<file path="src/rtl/sdram_bist_pkg.sv">
// Shared types and constants for the SDRAM BIST sequencer.
package sdram_bist_pkg;

  typedef enum logic [1:0] {
    ModeConst = 2'd0,
    ModeAddr  = 2'd1,
    ModeLfsr  = 2'd2,
    ModeWalk  = 2'd3
  } mode_e;

  typedef enum logic [2:0] {
    StIdle,
    StWrReq,
    StWrWait,
    StRdReq,
    StRdWait,
    StDone
  } state_e;

  localparam logic [7:0]  LfsrTap8  = 8'hB8;
  localparam logic [15:0] LfsrTap16 = 16'hB400;
  localparam logic [31:0] LfsrTap32 = 32'hA3000000;

  // Galois tap mask for the supported data widths.
  function automatic logic [31:0] lfsr_tap(input int unsigned width);
    case (width)
      8:       return {24'h0, LfsrTap8};
      16:      return {16'h0, LfsrTap16};
      default: return LfsrTap32;
    endcase
  endfunction

endpackage

</file>
<file path="src/rtl/sdram_bist_patgen.sv">
// Test pattern generator shared by the write and read passes.
// load restarts the sequence; advance steps it to the next word.
module sdram_bist_patgen
  import sdram_bist_pkg::*;
#(
  parameter int unsigned ADDR_W        = 15,
  parameter int unsigned DATA_W        = 16,
  parameter int unsigned IDX_W         = 9,
  parameter logic [31:0] CONST_PATTERN = 32'hAAAA,
  parameter logic [31:0] LFSR_SEED     = 32'hACE1
) (
  input  logic              i_clk,
  input  logic              i_rstn,
  input  mode_e             mode,
  input  logic [IDX_W-1:0]  index,
  input  logic [ADDR_W-1:0] addr,
  input  logic              load,
  input  logic              advance,
  output logic [DATA_W-1:0] pattern
);

  localparam logic [DATA_W-1:0] Seed = DATA_W'(LFSR_SEED);
  localparam logic [DATA_W-1:0] Tap  = DATA_W'(lfsr_tap(DATA_W));
  localparam logic [DATA_W-1:0] One  = DATA_W'(1);

  logic [DATA_W-1:0] lfsr_q, lfsr_d;

  // LFSR next state: reload wins over advance.
  always_comb begin
    lfsr_d = lfsr_q;
    if (load) begin
      lfsr_d = Seed;
    end else if (advance) begin
      lfsr_d = lfsr_q[0] ? ((lfsr_q >> 1) ^ Tap) : (lfsr_q >> 1);
    end
  end

  // LFSR register, holds the seed out of reset.
  always_ff @(posedge i_clk) begin
    if (!i_rstn) lfsr_q <= Seed;
    else         lfsr_q <= lfsr_d;
  end

  // Current pattern word for the selected mode.
  always_comb begin
    pattern = DATA_W'(CONST_PATTERN);
    unique case (mode)
      ModeConst: pattern = DATA_W'(CONST_PATTERN);
      ModeAddr:  pattern = DATA_W'(addr);
      ModeLfsr:  pattern = lfsr_q;
      ModeWalk:  pattern = One << (32'(index) % DATA_W);
    endcase
  end

endmodule

</file>
<file path="src/rtl/sdram_bist.sv">
// SDRAM BIST sequencer: full write pass then full read/compare pass over a
// configurable window. Optional watchdog enabled by SDRAM_BIST_TIMEOUT_EN.
module sdram_bist
  import sdram_bist_pkg::*;
#(
  parameter int unsigned ADDR_W         = 15,
  parameter int unsigned DATA_W         = 16,
  parameter int unsigned START_ADDR     = 0,
  parameter int unsigned NUM_WORDS      = 512,
  parameter logic [31:0] CONST_PATTERN  = 32'hAAAA,
  parameter logic [31:0] LFSR_SEED      = 32'hACE1,
  parameter int unsigned TIMEOUT_CYCLES = 4096
) (
  input  logic              i_clk,
  input  logic              i_rstn,
  input  logic              i_start,
  input  logic [1:0]        i_mode,
  output logic              o_busy,
  output logic              o_done,
  output logic              o_pass,
  output logic              o_timeout,
  output logic [15:0]       o_err_count,
  output logic [ADDR_W-1:0] o_first_fail_addr,
  output logic [DATA_W-1:0] o_first_fail_data,
  output logic [7:0]        o_status,
  output logic              o_sdram_en,
  output logic              o_rw,
  output logic [ADDR_W-1:0] o_addr,
  output logic [DATA_W-1:0] o_wdata,
  input  logic              i_ready,
  input  logic              i_dataval,
  input  logic [DATA_W-1:0] i_rdata
);

  if (NUM_WORDS < 1) begin : g_bad_num_words
    $error("NUM_WORDS must be at least 1");
  end
  if (DATA_W != 8 && DATA_W != 16 && DATA_W != 32) begin : g_bad_data_w
    $error("DATA_W must be 8, 16 or 32");
  end
  if (LFSR_SEED[DATA_W-1:0] == '0) begin : g_bad_seed
    $error("LFSR_SEED must be nonzero");
  end
  if (TIMEOUT_CYCLES < 1) begin : g_bad_timeout
    $error("TIMEOUT_CYCLES must be at least 1");
  end

  localparam int unsigned IdxW = (NUM_WORDS > 1) ? $clog2(NUM_WORDS) : 1;
  localparam logic [IdxW-1:0] LastIdx = IdxW'(NUM_WORDS - 1);

  state_e            state_q, state_d;
  mode_e             mode_q, mode_d;
  logic [IdxW-1:0]   idx_q, idx_d;
  logic [15:0]       err_q, err_d;
  logic [ADDR_W-1:0] ffa_q, ffa_d;
  logic [DATA_W-1:0] ffd_q, ffd_d;
  logic              busy_q, busy_d, done_q, done_d;
  // Registered compare result, folded into the error state one edge later.
  logic              cmp_vld_q, cmp_vld_d, cmp_fail_q, cmp_fail_d, cmp_last_q, cmp_last_d;
  logic [ADDR_W-1:0] cmp_addr_q, cmp_addr_d;
  logic [DATA_W-1:0] cmp_data_q, cmp_data_d;

  logic              req_en, req_rw, pat_load, pat_adv, last, timeout;
  logic [ADDR_W-1:0] addr;
  logic [DATA_W-1:0] pattern;

`ifdef SDRAM_BIST_TIMEOUT_EN
  logic [31:0] wait_q, wait_d;
  logic        timeout_q, timeout_d;
  assign timeout = timeout_q;
`else
  assign timeout = 1'b0;
`endif

  // Window wraps modulo the address space.
  assign addr = ADDR_W'(START_ADDR + 32'(idx_q));
  assign last = (idx_q == LastIdx);

  sdram_bist_patgen #(
    .ADDR_W       (ADDR_W),
    .DATA_W       (DATA_W),
    .IDX_W        (IdxW),
    .CONST_PATTERN(CONST_PATTERN),
    .LFSR_SEED    (LFSR_SEED)
  ) u_patgen (
    .i_clk  (i_clk),
    .i_rstn (i_rstn),
    .mode   (mode_q),
    .index  (idx_q),
    .addr   (addr),
    .load   (pat_load),
    .advance(pat_adv),
    .pattern(pattern)
  );

  // Next-state, datapath updates and request outputs.
  always_comb begin
    state_d    = state_q;
    mode_d     = mode_q;
    idx_d      = idx_q;
    err_d      = err_q;
    ffa_d      = ffa_q;
    ffd_d      = ffd_q;
    busy_d     = busy_q;
    done_d     = done_q;
    cmp_vld_d  = 1'b0;
    cmp_fail_d = 1'b0;
    cmp_last_d = 1'b0;
    cmp_addr_d = cmp_addr_q;
    cmp_data_d = cmp_data_q;
    req_en     = 1'b0;
    req_rw     = 1'b0;
    pat_load   = 1'b0;
    pat_adv    = 1'b0;
`ifdef SDRAM_BIST_TIMEOUT_EN
    timeout_d  = timeout_q;
    wait_d     = '0;
`endif

    if (cmp_vld_q) begin
      if (cmp_fail_q) begin
        if (err_q != 16'hFFFF) err_d = err_q + 16'd1;
        if (err_q == 16'd0) begin
          ffa_d = cmp_addr_q;
          ffd_d = cmp_data_q;
        end
      end
      if (cmp_last_q) begin
        done_d = 1'b1;
        busy_d = 1'b0;
      end
    end

    unique case (state_q)
      StIdle, StDone: begin
        // busy_q still high for one cycle after the final read lands.
        if (i_start && !busy_q) begin
          mode_d   = mode_e'(i_mode);
          idx_d    = '0;
          err_d    = '0;
          ffa_d    = '0;
          ffd_d    = '0;
          done_d   = 1'b0;
          busy_d   = 1'b1;
          pat_load = 1'b1;
          state_d  = StWrReq;
`ifdef SDRAM_BIST_TIMEOUT_EN
          timeout_d = 1'b0;
`endif
        end
      end
      StWrReq: begin
        req_en = 1'b1;
        if (i_ready) state_d = StWrWait;
      end
      StWrWait: begin
        if (i_ready) begin
          if (last) begin
            idx_d    = '0;
            pat_load = 1'b1;
            state_d  = StRdReq;
          end else begin
            idx_d   = idx_q + 1'b1;
            pat_adv = 1'b1;
            state_d = StWrReq;
          end
        end
      end
      StRdReq: begin
        req_en = 1'b1;
        req_rw = 1'b1;
        if (i_ready) state_d = StRdWait;
      end
      StRdWait: begin
        if (i_dataval) begin
          cmp_vld_d  = 1'b1;
          cmp_fail_d = (i_rdata != pattern);
          cmp_last_d = last;
          cmp_addr_d = addr;
          cmp_data_d = i_rdata;
          if (last) begin
            state_d = StDone;
          end else begin
            idx_d   = idx_q + 1'b1;
            pat_adv = 1'b1;
            state_d = StRdReq;
          end
        end
      end
      default: state_d = StIdle;
    endcase

`ifdef SDRAM_BIST_TIMEOUT_EN
    // Counts cycles spent in one active state; any transition restarts it.
    if (busy_q && state_q != StIdle && state_q != StDone && state_d == state_q) begin
      wait_d = wait_q + 32'd1;
      if (wait_q == TIMEOUT_CYCLES - 1) begin
        timeout_d = 1'b1;
        done_d    = 1'b1;
        busy_d    = 1'b0;
        state_d   = StDone;
        wait_d    = '0;
      end
    end
`endif
  end

  // State and datapath registers with synchronous active-low reset.
  always_ff @(posedge i_clk) begin
    if (!i_rstn) begin
      state_q    <= StIdle;
      mode_q     <= ModeConst;
      idx_q      <= '0;
      err_q      <= '0;
      ffa_q      <= '0;
      ffd_q      <= '0;
      busy_q     <= 1'b0;
      done_q     <= 1'b0;
      cmp_vld_q  <= 1'b0;
      cmp_fail_q <= 1'b0;
      cmp_last_q <= 1'b0;
      cmp_addr_q <= '0;
      cmp_data_q <= '0;
`ifdef SDRAM_BIST_TIMEOUT_EN
      wait_q     <= '0;
      timeout_q  <= 1'b0;
`endif
    end else begin
      state_q    <= state_d;
      mode_q     <= mode_d;
      idx_q      <= idx_d;
      err_q      <= err_d;
      ffa_q      <= ffa_d;
      ffd_q      <= ffd_d;
      busy_q     <= busy_d;
      done_q     <= done_d;
      cmp_vld_q  <= cmp_vld_d;
      cmp_fail_q <= cmp_fail_d;
      cmp_last_q <= cmp_last_d;
      cmp_addr_q <= cmp_addr_d;
      cmp_data_q <= cmp_data_d;
`ifdef SDRAM_BIST_TIMEOUT_EN
      wait_q     <= wait_d;
      timeout_q  <= timeout_d;
`endif
    end
  end

  assign o_busy            = busy_q;
  assign o_done            = done_q;
  assign o_pass            = done_q && (err_q == 16'd0) && !timeout;
  assign o_timeout         = timeout;
  assign o_err_count       = err_q;
  assign o_first_fail_addr = ffa_q;
  assign o_first_fail_data = ffd_q;
  assign o_status          = {o_done, o_pass, o_timeout, o_busy, 2'b00, mode_q};
  assign o_sdram_en        = req_en;
  assign o_rw              = req_rw;
  // Address and data are zero whenever no request is presented.
  assign o_addr            = req_en ? addr : '0;
  assign o_wdata           = (req_en && !req_rw) ? pattern : '0;

endmodule

</file>
<file path="config.mk">
export PLATFORM = sky130hd
export DESIGN_NAME = sdram_bist
export DESIGN_NICKNAME = d
export VERILOG_FILES = /design/src/rtl/sdram_bist_pkg.sv /design/src/rtl/sdram_bist_patgen.sv /design/src/rtl/sdram_bist.sv
export SDC_FILE = /design/constraint.sdc
export NUM_CORES = 1
export LEC_CHECK = 0
export ABC_CLOCK_PERIOD_IN_PS = 3100
export CELL_PAD_IN_SITES_DETAIL_PLACEMENT = 0
export CELL_PAD_IN_SITES_GLOBAL_PLACEMENT = 2
export CORE_UTILIZATION = 32
export DETAILED_ROUTE_END_ITERATION = 16
export PLACE_DENSITY = 0.95
export SETUP_SLACK_MARGIN = 0.4
export SLEW_MARGIN = 15
export SYNTH_ARGS = -nofsm -noshare
export SYNTH_HDL_FRONTEND = slang
export SYNTH_HIERARCHICAL = 1
export SYNTH_SLANG_ARGS = --single-unit
export TNS_END_PERCENT = 20
</file>
<file path="constraint.sdc">
create_clock -name i_clk -period 3.1 [get_ports i_clk]
set_input_delay 0.62 -clock i_clk [delete_from_list [all_inputs] [get_ports i_clk]]
set_output_delay 0.62 -clock i_clk [all_outputs]
set_load 0.05 [all_outputs]
</file>
-- Word level (Yosys, flattened, before mapping)
Index checks and enable logic that the tools add are counted.
- add/subtract/negate cells: 2
- eq/ne operators: 17
- shifts and indexed selects: 1
- mux-type cells: 52
- bitwise logic cells: 2
- reductions and logical operators: 18
- operator list (cell ; number):
    two-way mux 16 bit ; 12
    two-way mux 15 bit ; 5
    case mux 16 bit (4 select lines) ; 1
    two-way mux 9 bit ; 6
    case mux 9 bit (3 select lines) ; 1
    two-way mux 3 bit ; 6
    two-way mux 1 bit ; 17
    adder 16 x 1 -> 16 bit (second input constant) ; 1
    logical NOT 16 bit ; 1
    inequality test 16 bit ; 1
    inequality test 16 bit (second input constant) ; 1
    << shifter 1 x 4 -> 16 bit (first input constant) ; 1
    case mux 3 bit (5 select lines) ; 1
    inequality test 2 bit (second input constant) ; 6
    AND reduction 5 bit ; 2
    adder 9 x 1 -> 9 bit (second input constant) ; 1
    equality test 9 bit (second input constant) ; 1
    equality test 3 x 2 -> 1 bit (second input constant) ; 2
    equality test 3 bit (second input constant) ; 2
    AND reduction 2 bit ; 3
    OR reduction 2 bit ; 3
    equality test 2 bit (second input constant) ; 2
    inverter 3 -> 4 bit ; 1
    case mux 1 bit (2 select lines) ; 2
    other kinds (10) ; 13
- register bits after elaboration: 107
- input port bits: 23
- logic and storage cells: 106

-- Logic depth before layout (Yosys ltp)
Gate-level depths: netlist of the first run.
- depth in word-level cells: 6
- depth in mapped cells: 10
- depth with buffers taken out: 9

-- By module
The synthesis of the first run kept the hierarchy.
- by module, submodules not included (module ; instances ; cells each ; area an instance (um^2)):
    sdram_bist ; 1 ; 531 ; 4351.7
    sdram_bist_patgen ; 1 ; 118 ; 1016.0

-- Least setup slack after synthesis of the first run
OpenSTA, ideal clock, no wires.
- path type: reg2out
- start: reg err_q[0] (netlist: o_err_count[0])
- end: out o_status[6]
- arrival: 2.357 ns
- slack: 0.123 ns
- cell stages (with the launch flop): 9
- buffers on the path: 3
- cell sequence: dfxtp_1 > inv_1 > ha_1 > nor4b_1 > and4_1 > buf_2 > buf_2 > and2_1 > buf_4
- longest elaborated chain between the ends: 2
- RTL lines (item ; line ; text):
    from (decl) ; sdram_bist.sv:54 ; logic [15:0] err_q, err_d;
    from (signal assigned) ; sdram_bist.sv:232 ; err_q <= err_d;
    logical NOT 16 bit ; sdram_bist.sv:251 ; assign o_pass = done_q && (err_q == 16'd0) && !timeout;
    logical AND 1 bit ; sdram_bist.sv:251 ;
    to (decl) ; sdram_bist.sv:25 ; output logic [7:0] o_status,
Every way passes these cells.

-- Final worst setup path of the first run
- start: reg mode_q[0]
- end: out o_wdata[7]
- longest elaborated chain between the ends: 3
- elaborated cells on any way between the ends: 6
- classes of those cells: eq/ne: 3; mux: 2; reduce/logical: 1
- RTL lines (item ; line ; text):
    from (decl) ; sdram_bist.sv:52 ; mode_e mode_q, mode_d;
    from (signal assigned) ; sdram_bist.sv:212 ; mode_q <= ModeConst;
    from (signal assigned) ; sdram_bist.sv:230 ; mode_q <= mode_d;
    equality test 2 bit (tied with other cells) ; sdram_bist_patgen.sv:47 ; unique case (mode)
    case mux 16 bit (4 select lines) * ; sdram_bist_patgen.sv:47 ;
    net pattern[7] ; sdram_bist.sv:65 ; logic [DATA_W-1:0] pattern;
    two-way mux 16 bit * ; sdram_bist.sv:261 ; assign o_wdata = (req_en && !req_rw) ? pattern : '0;
    to (decl) ; sdram_bist.sv:29 ; output logic [DATA_W-1:0] o_wdata,
The timed path passes the listed nets; every way through them passes the cells marked *.

==> flow_metrics.py, run 1 <==
metrics = {
    "placed_design": {
        "hpwl_um": 11370,
        "dpl_cell_area_um2": 6730,
        "globalplace.congestion": 0.8516,
        "port_buffers": 104,
        "pre_cts_slack_ns": 0.3798,
    },
    "setup_path": {
        "crit_fanout": 16,
        "cp.required_ns": 2.48,
        "r2r-start": "state_q[1]",
        "crit_type": "reg -> out",
        "cp-end-kind": "output pin",
        "reg2reg_depth": 7,
        "cp-start-kind": "register",
        "timing.rr.end": "u_patgen/lfsr_q[12]",
        "regToRegSetupSlack_ns": 0.78,
        "arrival_ns": 1.95,
    },
    "routing": {
        "dr.pass1.iters": 5,
        "routedWlPerCell_um": 15.87,
        "drc_errors": 0,
        "num_vias": 4979,
        "drt_iter0_drc": 273,
        "ant_nets": 0,
        "routed_wl_um": 15280,
        "avgViaCountPerCell": 5.170,
    },
    "layout": {
        "nFillCells": 1613,
        "syn_to_final_growth_pct": 30.72,
        "design_area_um2": 7017,
        "drive_above_1_share": 0.1111,
        "final_nets": 769,
        "num_antenna_cells": 0,
    },
    "cts": {
        "clock_sinks": 107,
        "cts.clk_slew.worst_paths_ns": 0.07,
        "numCtsBuffers": 9,
        "clk_root_buffer_cell": "clkbuf_16",
        "cts_setup_buffers": 0,
        "cts_hold_buf": 0,
        "cts-htree-levels": 3,
        "ctsLongestPathBuffers": 2,
        "clkLatencyLatePin_ns": 0.36,
        "cts_tree": "yes",
    },
    "grt": {
        "grt_pass1_wl_um": 25010,
        "grt_pass1_vias": 4746,
        "track_usage": 0.1805,
        "grt_max_degree": 40,
        "grt_overflow": 0,
        "antenna_found_initial": 0,
    },
    "min_path": {
        "min_from": "cmp_data_q[12]",
        "hold_path_class": "reg -> reg",
        "min_path_cells": 2,
        "min_to": "cmp_data_q[12]",
    },
    "synthesis": {
        "ys.warnings.count": 6,
        "synth-main-ff-cell": "dfxtp_1",
        "syn_area_um2": 5368,
        "ys_ff_latch": 107,
        "yosys.area.top_type_share": 0.3991,
        "ys_seq_area_frac": 0.3991,
        "synth-simple-area-share": 0.2711,
        "yosysMostFrequentCell": "dfxtp_1",
        "synth_common_cells": "dfxtp_1 (107), nand2_1 (84), a21oi_1 (70)",
        "netlist_instances": 649,
        "synth.mux.area_fraction": 0.03543,
        "synth-xor-area-share": 0.03753,
        "synth.area.top_cells": "dfxtp_1 (40%), a21oi_1 (6.5%), nand2_1 (5.9%)",
        "async_flop_share": 0,
        "synth_compound_area_frac": 0.1779,
        "synthAdderAreaFrac": 0.009324,
        "synth_top_family_by_area": "simple AND/OR/NAND/NOR gates",
        "synth_edf_count": 0,
        "syn_avg_cell_area_um2": 8.271,
        "yosysUniqueCellTypes": 63,
        "synth_largest_area_cell": "dfxtp_1",
    },
    "floorplanning": {
        "die_h_um": 131.5,
        "dieArea_um2": 17300,
        "ios": 115,
        "start_util": 0.3331,
        "fp.dieW_um": 131.5,
        "coreArea_um2": 16120,
        "num_rows": 46,
    },
    "timing": {
        "layout_setup_ws_ns": 0.5305,
        "tns_ns": 0,
        "period_minus_slack_ns": 2.570,
        "worst_hold_slack_ns": 0.4600,
        "fmax_ghz": 0.3892,
        "fin_crit_sh": 0.8289,
        "rsz0062_at_grt": "false",
        "fin_skew_ns": 0.009500,
        "slew_violations": 0,
        "finalSetupViolCount": 0,
        "slew_headroom": 0.5027,
        "worstMarginPinSlew_ns": 0.7441,
        "final-hold-violation-count": 0,
    },
    "power_and_ir_drop": {
        "p_sw_frac": 0.3002,
        "internal_power_mw": 2.182,
        "finalPower_mw": 3.118,
        "clock_power_share": 0.352,
        "power.switching_uw": 935.9,
        "seq_power_share": 0.455,
        "power_density_nw_per_um2": 444.3,
        "ir_worst_vdd_mv": 0.3689,
        "share_comb_of_total_power": 0.193,
        "p_leak_nw": 2.373,
    },
    "flow_run": {
        "cap_violations": 0,
    },
    "status": {
        "status": "finished clean",
    },
}
==> power groups by stage <==
stage,Clock [mW],Combinational [mW],Sequential (mW)
floorplan,0,0.380,1.45
global placement,0,0.591,1.45
detailed placement,0,0.599,1.45
CTS,1.14,0.601,1.42
global route,1.18,0.637,1.42
finish,1.10,0.601,1.42
==> layout make-up <==
cell class / instances / area, um2 / area share
Multi-Input combinational cell: 488 / 2929 / 0.4174
Sequential cell: 107 / 2147 / 0.3060
Timing Repair Buffer: 125 / 1351 / 0.1926
Tap cell: 216 / 270.3 / 0.03852
Clock buffer: 10 / 229.0 / 0.03263
Clock inverter: 6 / 48.80 / 0.006954
Inverter: 11 / 41.29 / 0.005884
==> how the worst max path moves through the flow <==
stage                               from     endpoint  slack [ns]  depth (start not counted)
after floorplan           o_err_count[1]  o_status[6]        0.45                          8
after global placement           i_ready     idx_q[3]        0.48                          5
after detailed placement         i_ready     idx_q[5]        0.38                          5
after CTS                      mode_q[1]   o_wdata[4]        0.40                          4
after global routing      o_err_count[1]       o_pass        0.44                          6
final                          mode_q[0]   o_wdata[7]        0.53                          4
==> logic make-up after synthesis <==
family,count (synthesis)
flops,107
compound gates,159
simple gates,267
fa+ha+maj,4
xor+xnor,23
mux,19
other cells,1
buf+inv,69
==> metrics by stage <==
stage | cells | util
floorplan | 664 | -
global placement | 946 | 0.4176
detailed placement | 946 | 0.4176
CTS | 962 | 0.4349
global route | 963 | 0.4354
finish | 963 | 0.4354
==> state kept, by name (all words and copies together), names as in the netlist <==
| signal | count |
|---|---|
| idx_q | 9 |
| cmp_addr_q | 9 |
| u_patgen/lfsr_q | 16 |
| o_done | 1 |
| cmp_vld_q | 1 |
| o_busy | 1 |
| state_q | 3 |
| cmp_last_q | 1 |
| o_err_count | 16 |
| cmp_data_q | 16 |
| o_first_fail_addr | 15 |
| mode_q | 2 |
| o_first_fail_data | 16 |
| cmp_fail_q | 1 |
==> worst max-delay path: stages (launching register included) <==
cell and delay [ns]:
dfxtp_2 0.54, nand4b_2 0.22, o2bb2ai_1 0.43, and2_1 0.25, buf_12 0.15
==> layer usage <==
metal,share of wire,global-route usage,vias up
li1,-,-,2461
met1,0.45,0.2251,2354
met2,0.49,0.3036,143
met3,0.048,0.04475,21
met4,0.017,0.05556,0
met5,0,0,-
==> placed cells by master, fill, tap and decap left out, drive strengths merged, types with 19 or more instances in the layout <==
master,n
dfxtp,107
nand2,84
clkdlybuf4s50,76
a21oi,70
buf,49
o21ai,46
nand3,34
and2,29
nor2,21
xnor2,21
mux2i,19
==> timing repair <==
action	4_1_cts	5_1_grt
cloned	0	0
setup endpoints to repair	9	17
pin swaps	0	0
resized for setup	1	2
Note: power is estimated with default switching activity, not from simulation.
==> run 2, diff against run 1 <==
--- a/config.mk
+++ b/config.mk
@@ -5,12 +5,12 @@
 export SDC_FILE = /design/constraint.sdc
 export NUM_CORES = 1
 export LEC_CHECK = 0
-export ABC_CLOCK_PERIOD_IN_PS = 3100
+export ABC_CLOCK_PERIOD_IN_PS = 2500
 export CELL_PAD_IN_SITES_DETAIL_PLACEMENT = 0
 export CELL_PAD_IN_SITES_GLOBAL_PLACEMENT = 2
-export CORE_UTILIZATION = 32
+export CORE_UTILIZATION = 30
 export DETAILED_ROUTE_END_ITERATION = 16
-export PLACE_DENSITY = 0.95
+export PLACE_DENSITY = 0.93
 export SETUP_SLACK_MARGIN = 0.4
 export SLEW_MARGIN = 15
 export SYNTH_ARGS = -nofsm -noshare
==> constraint.sdc (replaced) <==
create_clock -name i_clk -period 2.5 [get_ports i_clk]
set_input_delay 0.5 -clock i_clk [delete_from_list [all_inputs] [get_ports i_clk]]
set_output_delay 0.5 -clock i_clk [all_outputs]
set_load 0.05 [all_outputs]
==> run 2 against run 1 <==
Effect of this change:
- clock power is 23% higher
- flip-flop and latch count unchanged
- non-clock buffer count increased by 30
- first-iteration DRC count rose by 16%
- setup slack got worse by 0.27 ns
- core utilization up 0.77 points
- global-route usage shrank 0.97 points
- count of clock-buffer cells in the layout fell by 1
==> flow_metrics.py, run 2 (synthesis gave the netlist of run 1 again) <==
metrics = {
    "setup_path": {
        "arrival_ns": 1.74,
        "regToRegSetupSlack_ns": 0.36,
        "cp-end-kind": "output pin",
        "cp-start-kind": "register",
        "crit_type": "reg -> out",
        "cp.required_ns": 2.00,
        "crit_fanout": 6,
    },
    "power_and_ir_drop": {
        "p_leak_nw": 2.679,
        "power_density_nw_per_um2": 516.1,
        "ir_worst_vdd_mv": 0.4037,
    },
    "cts": {
        "ctsLongestPathBuffers": 2,
        "numCtsBuffers": 9,
        "cts_tree": "yes",
        "clkLatencyLatePin_ns": 0.35,
        "clock_sinks": 107,
        "cts.clk_slew.worst_paths_ns": 0.07,
        "clk_root_buffer_cell": "clkbuf_16",
        "cts-htree-levels": 3,
        "cts_hold_buf": 0,
    },
    "floorplanning": {
        "coreArea_um2": 17360,
        "dieArea_um2": 18430,
        "ios": 115,
        "num_rows": 48,
        "fp.dieW_um": 135.8,
        "start_util": 0.3093,
        "die_h_um": 135.8,
    },
    "timing": {
        "layout_setup_ws_ns": 0.2642,
        "fin_crit_sh": 0.8943,
        "tns_ns": 0,
        "fin_skew_ns": 0.009965,
        "worstMarginPinSlew_ns": 0.6072,
        "period_minus_slack_ns": 2.236,
        "slew_headroom": 0.5914,
        "rsz0062_at_grt": "true",
        "finalSetupViolCount": 0,
        "final-hold-violation-count": 0,
        "slew_violations": 0,
        "fmax_ghz": 0.4473,
    },
    "layout": {
        "drive_above_1_share": 0.2134,
        "num_antenna_cells": 0,
        "seqCellArea_um2": 2177,
        "layout_common_cells": "dfxtp_1 (91), nand2_1 (83), clkdlybuf4s50_1 (74)",
        "nFillCells": 1692,
        "layout_commonest_cell": "dfxtp_1",
        "final_nets": 800,
        "syn_to_final_growth_pct": 43.29,
        "multi_input_area_um2": 3151,
    },
    "grt": {
        "grt_pass1_wl_um": 24600,
        "grt_overflow": 0,
        "met1_usage": 0.2219,
        "grt_pass1_vias": 4642,
        "grt_max_degree": 40,
        "grt_use_met3": 0.03143,
        "met2_usage": 0.2854,
        "busiest_layer": "met2",
        "antenna_found_initial": 0,
        "track_usage": 0.1707,
    },
    "routing": {
        "num_vias": 4956,
        "routedWlPerCell_um": 15.61,
        "drt_iter0_drc": 316,
        "ant_nets": 0,
        "avgViaCountPerCell": 4.941,
        "drc_errors": 0,
        "routed_wl_um": 15650,
        "dr.pass1.iters": 6,
    },
    "status": {
        "status": "finished clean",
    },
    "flow_run": {
        "cap_violations": 0,
    },
    "placed_design": {
        "pre_cts_slack_ns": 0.2801,
        "globalplace.congestion": 0.8201,
        "port_buffers": 104,
        "hpwl_um": 11150,
    },
    "min_path": {
        "hold_path_class": "reg -> reg",
    },
}
run 2: cell count changes in the layout (fill, tap and decap cells not counted), sizes merged:
cell | previous run | this run
buf | 49 | 80
clkdlybuf4s50 | 76 | 74
clkinv | 2 | 4
clkinvlp | 2 | 0
and2b | 2 | 3
clkbuf | 10 | 9
dlymetal6s2s | 0 | 1
inv | 13 | 14
run 2: where the power goes:
group          switching [mW]  internal, mW  total [mW]
clock network           0.664         0.684        1.35
logic                   0.490         0.377       0.868
registers              0.0332          1.72        1.75
run 2: final cells by class:
type,count,share of cell area
clock buffers,9,0.02928
clock inverters,7,0.006507
flip-flops and latches,107,0.2831
inverters,11,0.006019
repair buffers,155,0.2289
well taps,225,0.03660
multi-input cells,489,0.4096
run 2: stage by stage:
stage          power (mW)  instance area, um2  instances    util  hold slack (ns)
2_1_floorplan       2.274                5464        664       -           0.4366
4_1_cts             3.967                7513        997  0.4329           0.4587
3_5_place_dp        2.580                7003        964  0.4035           0.4470
6_report            3.969                7691       1003  0.4431           0.4565
3_3_place_gp        2.578                7003        964  0.4035           0.4445
5_1_grt             4.130                7691       1003  0.4431           0.4764
run 2: worst paths after layout:
check                     start       endpoint  cells after the start
setup / recovery       idx_q[2]     o_wdata[8]                      7
hold / removal    cmp_data_q[2]  cmp_data_q[2]                      2
setup reg to reg       idx_q[0]       idx_q[8]                      8
hold reg to reg   cmp_data_q[2]  cmp_data_q[2]                      2
run 2: critical path: stages, from the launching register on:
cell	delay, ns
dfxtp_2	0.32
buf_6	0.12
nand4b_1	0.20
buf_6	0.17
nor3_2	0.14
a221o_1	0.14
and2_4	0.16
buf_12	0.13
run 2: per-layer routing:
metal | up-vias | wire, um
li1 | 2525 | -
met1 | 2290 | 7141
met2 | 121 | 7578
met3 | 20 | 642
met4 | 0 | 291
met5 | - | 0
run 2: what timing repair did:
action | in CTS | in global routing
buffers inserted | 17 | 5
gates cloned | 0 | 1
pin swaps | 4 | 3
setup endpoints to repair | 45 | 63
resized for setup | 28 | 33
==> run 3, diff against run 2 <==
--- a/config.mk
+++ b/config.mk
@@ -8,6 +8,7 @@
 export ABC_CLOCK_PERIOD_IN_PS = 2500
 export CELL_PAD_IN_SITES_DETAIL_PLACEMENT = 0
 export CELL_PAD_IN_SITES_GLOBAL_PLACEMENT = 2
+export CORE_MARGIN = 1.5
 export CORE_UTILIZATION = 30
 export DETAILED_ROUTE_END_ITERATION = 16
 export PLACE_DENSITY = 0.93
==> run 3 against run 2 <==
Effect of this change:
- count of clock-buffer cells in the layout rose by 1
- sequential power barely moved
- design area rose by 2.2%
- maximum frequency fell by 0.21%
- non-clock buffer count rose by 1
- setup slack got worse by 0.0047 ns
- combinational power rose by 2.4%
- final cell count barely moved
- critical path type unchanged
==> flow_metrics.py, run 3 (synthesis gave the netlist of run 1 again) <==
metrics = {
    "power_and_ir_drop": {
        "power_density_nw_per_um2": 517.1,
        "ir_worst_vdd_mv": 0.3710,
        "p_leak_nw": 2.769,
    },
    "layout": {
        "design_area_um2": 7863,
        "layout_commonest_cell": "dfxtp_1",
        "final_nets": 801,
        "num_antenna_cells": 0,
        "drive_above_1_share": 0.2298,
        "syn_to_final_growth_pct": 46.48,
        "post-route-util": 0.4514,
        "nFillCells": 1721,
        "layout_common_cells": "dfxtp_1 (91), nand2_1 (83), clkdlybuf4s50_1 (73)",
        "fin_cells": 1004,
    },
    "timing": {
        "tns_ns": 0,
        "rsz0062_at_grt": "true",
        "fmax_ghz": 0.4463,
        "worstMarginPinSlew_ns": 0.6127,
        "fin_skew_ns": 0.003658,
        "period_minus_slack_ns": 2.241,
        "worst_hold_slack_ns": 0.4557,
        "final-hold-violation-count": 0,
        "finalSetupViolCount": 0,
        "fin_crit_sh": 0.8962,
        "slew_violations": 0,
        "slew_headroom": 0.5878,
    },
    "cts": {
        "clk_root_buffer_cell": "clkbuf_16",
        "ctsLongestPathBuffers": 2,
        "clock_sinks": 107,
        "cts_tree": "yes",
        "cts.clk_slew.worst_paths_ns": 0.07,
        "clkLatencyLatePin_ns": 0.35,
        "numCtsBuffers": 9,
        "cts-htree-levels": 3,
    },
    "routing": {
        "drt_iter0_drc": 271,
        "dr.pass1.iters": 8,
        "routed_wl_um": 16050,
        "routedWlPerCell_um": 15.99,
        "ant_nets": 0,
        "drc_errors": 0,
        "num_vias": 5051,
        "avgViaCountPerCell": 5.031,
    },
    "floorplanning": {
        "coreArea_um2": 17420,
        "dieArea_um2": 18700,
        "start_util": 0.3082,
        "num_rows": 48,
        "die_h_um": 136.8,
        "fp.dieW_um": 136.8,
        "ios": 115,
    },
    "setup_path": {
        "cp-start-kind": "register",
        "cpMostUsedCell": "buf_12",
        "cp.required_ns": 2.00,
        "max_stage_delay_ns": 0.33,
        "crit_fanout": 6,
        "arrival_ns": 1.74,
        "cp_cell_sequence": "buf_6 > buf_12 > nand4b_4 > nor3_2 > a221o_1 > and2_1 > buf_12",
        "cp-end-kind": "output pin",
        "crit_slowest_cell": "dfxtp_2",
        "crit_type": "reg -> out",
    },
    "grt": {
        "grt_overflow": 0,
        "grt_pass1_wl_um": 25440,
        "grt_pass1_vias": 4707,
        "grt_max_degree": 40,
        "track_usage": 0.1740,
        "antenna_found_initial": 0,
    },
    "placed_design": {
        "hpwl_um": 11220,
        "port_buffers": 104,
        "dpl_cell_area_um2": 7010,
        "dp.cells": 965,
        "globalplace.congestion": 0.8340,
    },
    "min_path": {
        "hold_path_class": "reg -> reg",
    },
    "flow_run": {
        "cap_violations": 0,
    },
    "status": {
        "status": "finished clean",
    },
}
-- run 3: cell types whose count changed in the layout (fill, tap and decap cells not counted), sizes merged --
cell           before  now
buf                80   81
clkinvlp            0    1
inv                14   13
clkinv              4    3
clkdlybuf4s50      74   73
dlymetal6s2s        1    2
clkbuf              9   10
-- run 3: critical path, delay by kind of cell (launching register included) --
kind                   cells  cell delay (ns)
and+or+nand+nor            3             0.36
DFF                        1             0.33
AOI/OAI and AO/OA          1             0.29
buffers and inverters      3             0.40
-- run 3: what timing repair did --
item / CTS / global route
hold buffers: 0 / 0
gates resized for setup: 63 / 24
pin swaps: 5 / 9
setup endpoints to repair: 45 / 66
setup buffers: 14 / 8
cloned: 1 / 0
-- run 3: per-layer routing --
metal | wire length (um) | track usage | vias up
met5 | 0 | 0 | -
met4 | 301 | 0.05733 | 0
met3 | 747 | 0.03407 | 19
li1 | - | - | 2527
met1 | 7361 | 0.2313 | 2377
met2 | 7643 | 0.2820 | 128
-- run 3: power breakdown --
group	switching, mW	total (mW)	leakage, nW	internal [mW]
sequential	0.0426	1.76	0.873	1.72
clock	0.687	1.41	0.145	0.726
combinational	0.493	0.889	1.75	0.397
total	1.22	4.07	2.77	2.84
-- run 3: layout make-up --
cell class	instances	area (um2)	share of cell area
clock inverter	6	60.06	0.007638
tap	225	281.5	0.03581
clock buffer	10	239.0	0.03039
inverter	11	46.29	0.005888
multi-input combinational	489	3257	0.4142
sequential	107	2180	0.2772
timing repair buffer	156	1799	0.2288
-- run 3: worst paths after layout --
check,slack (ns),endpoint,cells past startpoint,start
worst max-delay path,0.26,o_wdata[4],7,idx_q[2]
worst min-delay path,0.46,cmp_data_q[10],2,cmp_data_q[10]
worst max register to register,0.36,idx_q[8],8,idx_q[0]
worst min register to register,0.46,cmp_data_q[10],2,cmp_data_q[10]
-- run 3: stage by stage --
step | worst slack [ns] | total power, mW
global placement | 0.2196 | 2.573
detailed placement | 0.1746 | 2.572
global route | 0.1620 | 4.223
CTS | 0.2662 | 4.084
floorplan | 0.2388 | 2.274
finish | 0.2594 | 4.066
